**config.mk**
```make
export PLATFORM = sky130hd
export DESIGN_NAME = ddr5_phy_read_gate_ctrl_flat
export DESIGN_NICKNAME = d
export VERILOG_FILES = /design/src/rtl/ddr5_phy_read_gate_ctrl_if.sv /design/src/rtl/ddr5_phy_read_gate_ctrl.sv /design/src/flat_wrapper.sv
export SDC_FILE = /design/constraint.sdc
export NUM_CORES = 1
export LEC_CHECK = 0
export ABC_AREA = 0
export BUFFER_PORTS_ARGS = -buffer_cell sky130_fd_sc_hd__buf_2
export CORE_MARGIN = 4
export CORE_UTILIZATION = 55
export CTS_BUF_LIST = sky130_fd_sc_hd__clkbuf_16
export CTS_CLUSTER_SIZE = 8
export DETAILED_ROUTE_END_ITERATION = 10
export PLACE_DENSITY_LB_ADDON = 0.1
export SLEW_MARGIN = 10
export SYNTH_ARGS = -nofsm -noshare
export SYNTH_HDL_FRONTEND = slang
export SYNTH_SLANG_ARGS = --single-unit
```
**constraint.sdc**
```tcl
create_clock -name clk_i -period 6.2 [get_ports clk_i]
set_input_delay 1.24 -clock clk_i [delete_from_list [all_inputs] [get_ports clk_i]]
set_output_delay 1.24 -clock clk_i [all_outputs]
set_load 0.02 [all_outputs]
```
**src/rtl/ddr5_phy_read_gate_ctrl_if.sv**
```systemverilog
// Command-side inputs and gate/window outputs of the DDR5 PHY read gate controller.
// The master drives the CA/mode inputs; the slave returns the gate and window outputs.
interface ddr5_phy_read_gate_ctrl_if #(
    parameter int pNUM_RANK = 1
);
    logic                 enable_i;
    logic [13:0]          command_address_i;
    logic [pNUM_RANK-1:0] chip_select_i;
    logic [1:0]           burst_length_i;
    logic [2:0]           num_pre_cycle_i;
    logic                 num_post_cycle_i;
    logic                 dram_crc_en_i;
    logic [6:0]           read_latency_i;

    logic                 dqs_gate_o;
    logic                 rd_window_o;
    logic                 rd_burst_start_o;
    logic [pNUM_RANK-1:0] rd_rank_o;
    logic [2:0]           outstanding_o;
    logic                 overflow_o;

    modport master (
        output enable_i, command_address_i, chip_select_i, burst_length_i,
               num_pre_cycle_i, num_post_cycle_i, dram_crc_en_i, read_latency_i,
        input  dqs_gate_o, rd_window_o, rd_burst_start_o, rd_rank_o,
               outstanding_o, overflow_o
    );

    modport slave (
        input  enable_i, command_address_i, chip_select_i, burst_length_i,
               num_pre_cycle_i, num_post_cycle_i, dram_crc_en_i, read_latency_i,
        output dqs_gate_o, rd_window_o, rd_burst_start_o, rd_rank_o,
               outstanding_o, overflow_o
    );
endinterface

```
**src/rtl/ddr5_phy_read_gate_ctrl.sv**
```systemverilog
// Tracks outstanding DDR5 reads in a small slot pool and generates the merged DQS
// receive gate, read data window and burst-start pulse from per-slot down-counters.
module ddr5_phy_read_gate_ctrl #(
    parameter int pNUM_RANK = 1,
    parameter int pNUM_SLOT = 4
) (
    input  logic                        clk_i,
    input  logic                        rst_i,
    ddr5_phy_read_gate_ctrl_if.slave    bus
);
    localparam int SW = (pNUM_SLOT > 1) ? $clog2(pNUM_SLOT) : 1;

    // dist_q counts down to the first data clock: 0 at T+RL, negative through the burst.
    logic [pNUM_SLOT-1:0]  busy_q;
    logic [pNUM_SLOT-1:0]  par_pend_q;
    logic signed [8:0]     dist_q   [pNUM_SLOT];
    logic [pNUM_RANK-1:0]  cs_q     [pNUM_SLOT];
    logic [4:0]            burst_q  [pNUM_SLOT];
    logic [4:0]            tail_q   [pNUM_SLOT];
    logic [2:0]            pre_q    [pNUM_SLOT];

    logic                  second_q;
    logic                  overflow_q;
    logic                  gate_q;
    logic                  win_q;
    logic                  start_q;
    logic [pNUM_RANK-1:0]  rank_q;
    logic [2:0]            outstanding_q;

    logic [4:0]            burst_clk;
    logic [2:0]            pre_clk;
    logic [1:0]            post_clk;
    logic                  detect;

    logic signed [8:0]     dist_nxt [pNUM_SLOT];
    logic [pNUM_SLOT-1:0]  slot_gate;
    logic [pNUM_SLOT-1:0]  slot_win;
    logic [pNUM_SLOT-1:0]  slot_start;
    logic [pNUM_SLOT-1:0]  slot_end;
    logic [pNUM_SLOT-1:0]  busy_nxt;
    logic                  have_free;
    logic [SW-1:0]         free_idx;
    logic                  accept;
    logic [2:0]            cnt_nxt;
    logic [pNUM_RANK-1:0]  rank_nxt;
    logic                  unused_ca;

    assign unused_ca = ^bus.command_address_i[13:5];

    always_comb begin
        case (bus.burst_length_i)
            2'b01:   burst_clk = 5'd4;
            2'b10:   burst_clk = 5'd16;
            default: burst_clk = 5'd8;
        endcase
        if (bus.dram_crc_en_i) burst_clk = burst_clk + 5'd1;

        case (bus.num_pre_cycle_i)
            3'b000:  pre_clk = 3'd1;
            3'b011:  pre_clk = 3'd3;
            3'b100:  pre_clk = 3'd4;
            default: pre_clk = 3'd2;
        endcase

        post_clk = bus.num_post_cycle_i ? 2'd2 : 2'd1;
    end

    // The cycle after an accepted read is its second CA cycle and never a new command.
    assign detect = bus.enable_i && !second_q && !(&bus.chip_select_i) &&
                    (bus.command_address_i[4:0] == 5'b01111);

    always_comb begin
        slot_gate  = '0;
        slot_win   = '0;
        slot_start = '0;
        slot_end   = '0;
        have_free  = 1'b0;
        free_idx   = '0;
        cnt_nxt    = '0;
        rank_nxt   = rank_q;
        for (int s = 0; s < pNUM_SLOT; s++) begin
            dist_nxt[s] = dist_q[s] - 9'sd1;
            if (busy_q[s]) begin
                slot_gate[s]  = (dist_nxt[s] <= $signed({6'd0, pre_q[s]})) &&
                                (dist_nxt[s] > -$signed({4'd0, tail_q[s]}));
                slot_win[s]   = (dist_nxt[s] <= 9'sd0) &&
                                (dist_nxt[s] > -$signed({4'd0, burst_q[s]}));
                slot_start[s] = (dist_nxt[s] == 9'sd0);
                slot_end[s]   = (dist_nxt[s] == -$signed({4'd0, tail_q[s]}));
            end
        end
        busy_nxt = busy_q & ~slot_end;
        for (int s = pNUM_SLOT - 1; s >= 0; s--) begin
            if (!busy_nxt[s]) begin
                have_free = 1'b1;
                free_idx  = SW'(s);
            end
            if (slot_start[s]) rank_nxt = cs_q[s];
        end
        accept = detect && have_free;
        if (accept) busy_nxt[free_idx] = 1'b1;
        for (int s = 0; s < pNUM_SLOT; s++) begin
            cnt_nxt = cnt_nxt + {2'b00, busy_nxt[s]};
        end
    end

    always_ff @(posedge clk_i) begin
        if (!rst_i) begin
            busy_q        <= '0;
            par_pend_q    <= '0;
            second_q      <= 1'b0;
            overflow_q    <= 1'b0;
            gate_q        <= 1'b0;
            win_q         <= 1'b0;
            start_q       <= 1'b0;
            rank_q        <= '0;
            outstanding_q <= '0;
            for (int s = 0; s < pNUM_SLOT; s++) begin
                dist_q[s]  <= '0;
                cs_q[s]    <= '0;
                burst_q[s] <= '0;
                tail_q[s]  <= '0;
                pre_q[s]   <= '0;
            end
        end else begin
            busy_q     <= busy_nxt;
            par_pend_q <= '0;
            for (int s = 0; s < pNUM_SLOT; s++) begin
                if (busy_q[s]) dist_q[s] <= dist_nxt[s];
                // Window shape comes from the second CA cycle, once BL is resolved.
                if (par_pend_q[s]) begin
                    burst_q[s] <= burst_clk;
                    tail_q[s]  <= burst_clk + {3'b000, post_clk};
                    pre_q[s]   <= pre_clk;
                end
            end
            if (accept) begin
                dist_q[free_idx]     <= $signed({2'b00, bus.read_latency_i});
                cs_q[free_idx]       <= bus.chip_select_i;
                par_pend_q[free_idx] <= 1'b1;
            end
            if (detect && !have_free) overflow_q <= 1'b1;
            second_q      <= accept;
            gate_q        <= |slot_gate;
            win_q         <= |slot_win;
            start_q       <= |slot_start;
            rank_q        <= rank_nxt;
            outstanding_q <= cnt_nxt;
        end
    end

    assign bus.dqs_gate_o       = gate_q;
    assign bus.rd_window_o      = win_q;
    assign bus.rd_burst_start_o = start_q;
    assign bus.rd_rank_o        = rank_q;
    assign bus.outstanding_o    = outstanding_q;
    assign bus.overflow_o       = overflow_q;
endmodule

```
**src/flat_wrapper.sv**
```systemverilog
// flat-port wrapper written by rule: the top's interface ports become plain ports
module ddr5_phy_read_gate_ctrl_flat 
#(
    parameter int pNUM_RANK = 1,
    parameter int pNUM_SLOT = 4
)
  (clk_i, rst_i, bus_enable_i, bus_command_address_i, bus_chip_select_i, bus_burst_length_i, bus_num_pre_cycle_i, bus_num_post_cycle_i, bus_dram_crc_en_i, bus_read_latency_i, bus_dqs_gate_o, bus_rd_window_o, bus_rd_burst_start_o, bus_rd_rank_o, bus_outstanding_o, bus_overflow_o);
  ddr5_phy_read_gate_ctrl_if #(.pNUM_RANK(pNUM_RANK)) bus_i ();
  input  logic clk_i;
  input  logic rst_i;
  input wire logic [$bits(bus_i.enable_i)-1:0] bus_enable_i;
  input wire logic [$bits(bus_i.command_address_i)-1:0] bus_command_address_i;
  input wire logic [$bits(bus_i.chip_select_i)-1:0] bus_chip_select_i;
  input wire logic [$bits(bus_i.burst_length_i)-1:0] bus_burst_length_i;
  input wire logic [$bits(bus_i.num_pre_cycle_i)-1:0] bus_num_pre_cycle_i;
  input wire logic [$bits(bus_i.num_post_cycle_i)-1:0] bus_num_post_cycle_i;
  input wire logic [$bits(bus_i.dram_crc_en_i)-1:0] bus_dram_crc_en_i;
  input wire logic [$bits(bus_i.read_latency_i)-1:0] bus_read_latency_i;
  output wire logic [$bits(bus_i.dqs_gate_o)-1:0] bus_dqs_gate_o;
  output wire logic [$bits(bus_i.rd_window_o)-1:0] bus_rd_window_o;
  output wire logic [$bits(bus_i.rd_burst_start_o)-1:0] bus_rd_burst_start_o;
  output wire logic [$bits(bus_i.rd_rank_o)-1:0] bus_rd_rank_o;
  output wire logic [$bits(bus_i.outstanding_o)-1:0] bus_outstanding_o;
  output wire logic [$bits(bus_i.overflow_o)-1:0] bus_overflow_o;
  assign bus_i.enable_i = bus_enable_i;
  assign bus_i.command_address_i = bus_command_address_i;
  assign bus_i.chip_select_i = bus_chip_select_i;
  assign bus_i.burst_length_i = bus_burst_length_i;
  assign bus_i.num_pre_cycle_i = bus_num_pre_cycle_i;
  assign bus_i.num_post_cycle_i = bus_num_post_cycle_i;
  assign bus_i.dram_crc_en_i = bus_dram_crc_en_i;
  assign bus_i.read_latency_i = bus_read_latency_i;
  assign bus_dqs_gate_o = bus_i.dqs_gate_o;
  assign bus_rd_window_o = bus_i.rd_window_o;
  assign bus_rd_burst_start_o = bus_i.rd_burst_start_o;
  assign bus_rd_rank_o = bus_i.rd_rank_o;
  assign bus_outstanding_o = bus_i.outstanding_o;
  assign bus_overflow_o = bus_i.overflow_o;
  ddr5_phy_read_gate_ctrl #(.pNUM_RANK(pNUM_RANK), .pNUM_SLOT(pNUM_SLOT)) u_core (.clk_i(clk_i), .rst_i(rst_i), .bus(bus_i));
endmodule
```
==> flow_summary.ini <==
[run_status]
status = finished clean

[logic_synthesis]
ys.flop_type = edfxtp_1
synthesis.area_um2 = 7535
synth_area_per_cell_um2 = 9.325
synth_cell_type_count = 63
ys_seq_area_share_pct = 36.53
synthArstFlopShare_pct = 0
synthCells = 808
synth-edff-count = 73
yosysWarningCount = 0
synth_fp_nets = 955
synth_seq_cells = 101

[setup_path]
crit_chain = inv_1 -> ha_1 -> or4b_1 -> nor2_1 -> xnor2_1 -> inv_1 -> ha_1 -> nand4_1 -> o31ai_1 -> nor4b_2 -> buf_4 -> nand2b_1 -> or2_2
critPathRequiredTime_ns = 6.24
worstSetupEndpoint = u_core.dist_q[2][3]
r2r_slack_ns = 1.75
crit_fanout = 16
arrival_ns = 4.49
crit_type = reg -> reg
r2r_cells = 13
rr_startpoint = u_core.dist_q[2][0]
worst_setup_path_end_kind = flip-flop
crit_start = u_core.dist_q[2][0]
slowest_stage = o31ai_1
reg2reg_to = u_core.dist_q[2][3]
startpoint_type = flip-flop
max_stage_delay_ns = 0.72

[sta]
tightest_slew_ns = 1.014
tns_ns = 0
drv_slew = 0
finalCritPeriodShare_pct = 71.72
hold_slack_ns = 0.4345
fmax_mhz = 224.9
fin_skew_ns = 0.008455
final_hold_viol_count = 0
relSlewSlack_pct = 32.25
period_minus_slack_ns = 4.447
finalSetupViolations = 0
rsz0062_at_grt = false

[drt]
avgViaCountPerCell = 6.052
drtPass1Iterations = 5
finalWirelength_um = 19010
antenna_left = 0
drtIter0Drc = 600
detail_route.wl_per_cell_um = 18.69
drc = 0
vias = 6155

[power]
max-vdd-ir-drop_v = 0.0001441
leakage_nw = 3.623
p_total_mw = 1.564
powerDensity_nw_per_um2 = 192.0

[floorplan]
ios = 40
start_util_pct = 56.45
core_um2 = 13350
std_cell_rows = 42
dieArea_um2 = 15640
die_y_um = 125.0
die_x_um = 125.0

[global_routing]
antenna_found_initial = 0
grt_pass1_wl_um = 29840
overflow = 0
grt_start_max_net_pins = 60
grt_pass1_vias = 5893
grt.total_usage_pct = 23.98

[clocking]
clkLatencyLatePin_ns = 0.35
cts_hold_buf = 0
cts_setup_buffers = 0
cts_buffers = 9
cts_sinks = 101
clk_pin_slew_ns = 0.07
max-clock-path-buffers = 2
cts_tree = built
ctsRootBufferMaster = clkbuf_16
h-tree-depth = 3
cts_resized = 0

[place]
hpwl_um = 14420
portBuffers = 30
place_inst = 1001
gp_congestion = 0.8948

[min_path]
hp-class = reg -> reg

[final_layout]
area_growth_pct = 8.137
postLayoutCoreUtil_pct = 61.04
final_common_cell = ha_1
drive_above_1_share_pct = 7.848
seq_area_um2 = 2753
antennaDiodeCount = 0
multi_input_area_um2 = 4374
instances_no_fill = 1017
layout.nets = 983
nFillCells = 1182
layout_common_cells = 114 x ha_1, 95 x inv_1, 73 x edfxtp_1

[run]
maxCapViolCount = 0
==> logic make-up after synthesis <==
logic type	Yosys count	share of synthesized area, %
compound gates	129	11.89
xor+xnor	43	4.998
fa+ha+maj	115	19.20
other cells	1	0.04977
buf+inv	108	5.413
flops	101	36.53
mux	1	0.1329
simple gates	310	21.79
==> layer usage <==
metal	GRT usage (%)	wire, µm	share of wire [%]	up-vias
met1	32.50	8500	45	2949
met5	0	0	0	-
met2	39.16	8912	47	184
met4	8.546	480	2.5	0
li1	-	-	-	2981
met3	3.795	1114	5.9	41
==> flip-flops by register name (all words and copies together), names as in the netlist <==
register,flops
u_core.bus.rd_burst_start_o,1
u_core.burst_q,15
u_core.bus.rd_window_o,1
u_core.par_pend_q,4
u_core.second_q,1
u_core.tail_q,17
u_core.bus.overflow_o,1
u_core.bus.rd_rank_o,1
u_core.dist_q,36
u_core.bus.outstanding_o,3
u_core.cs_q,4
u_core.bus.dqs_gate_o,1
u_core.busy_q,4
u_core.pre_q,12
==> Yosys cell counts (all sizes together) (11+ instances only) <==
| cell type | number | area (µm²) |
|---|---|---|
| ha | 114 | 1426 |
| inv | 93 | 349.1 |
| edfxtp | 73 | 2192 |
| nor2 | 71 | 266.5 |
| nand2 | 59 | 221.5 |
| o21ai | 37 | 185.2 |
| nand3 | 35 | 175.2 |
| xor2 | 33 | 289.0 |
| dfxtp | 28 | 560.5 |
| nor3 | 26 | 140.1 |
| nor4 | 20 | 137.6 |
| a21oi | 16 | 80.08 |
| o31ai | 16 | 120.1 |
| and3 | 15 | 93.84 |
| clkbuf | 13 | 48.80 |
| nand4 | 12 | 75.07 |
| nor2b | 12 | 75.07 |
| o21a | 11 | 82.58 |
==> how the worst min path moves through the flow <==
stage / from / to / slack [ns] / cells past startpoint
after global routing: u_core.cs_q[0] / u_core.cs_q[0] / 0.46 / 2
after floorplan: u_core.cs_q[1] / u_core.cs_q[1] / 0.41 / 2
after detailed placement: u_core.cs_q[0] / u_core.cs_q[0] / 0.42 / 2
after global placement: u_core.cs_q[0] / u_core.cs_q[0] / 0.42 / 2
final: u_core.cs_q[0] / u_core.cs_q[0] / 0.43 / 2
after CTS: u_core.cs_q[0] / u_core.cs_q[0] / 0.43 / 2
==> power breakdown <==
part	internal (mW)	leakage, nW	switching [mW]
logic	0.0966	2.49	0.153
registers	0.739	0.979	0.0213
clock network	0.309	0.152	0.245
total	1.14	3.62	0.420
==> critical path, delay by kind of cell, from the launching register on <==
| kind | cells | cell delay [ns] |
|---|---|---|
| compound gates | 1 | 0.72 |
| buf+inv | 3 | 0.51 |
| simple gates | 6 | 1.58 |
| xor+xnor | 1 | 0.20 |
| fa+ha+maj | 2 | 0.55 |
| flops | 1 | 0.57 |
==> metrics by stage <==
stage,worst slack [ns],area (µm²)
final,1.753,8148
after global routing,1.523,8148
after CTS,1.817,8148
after detailed placement,1.856,7861
after global placement,1.976,7861
after floorplan,2.556,7535
==> layout make-up <==
class / instances / area share, %
repair buffers: 32 / 2.027
clock buffers: 9 / 2.764
multi-input cells: 599 / 53.69
well taps: 176 / 2.703
flip-flops and latches: 101 / 33.78
inverters: 93 / 4.284
clock inverters: 7 / 0.7525
Power figures use the tool's default switching activity.
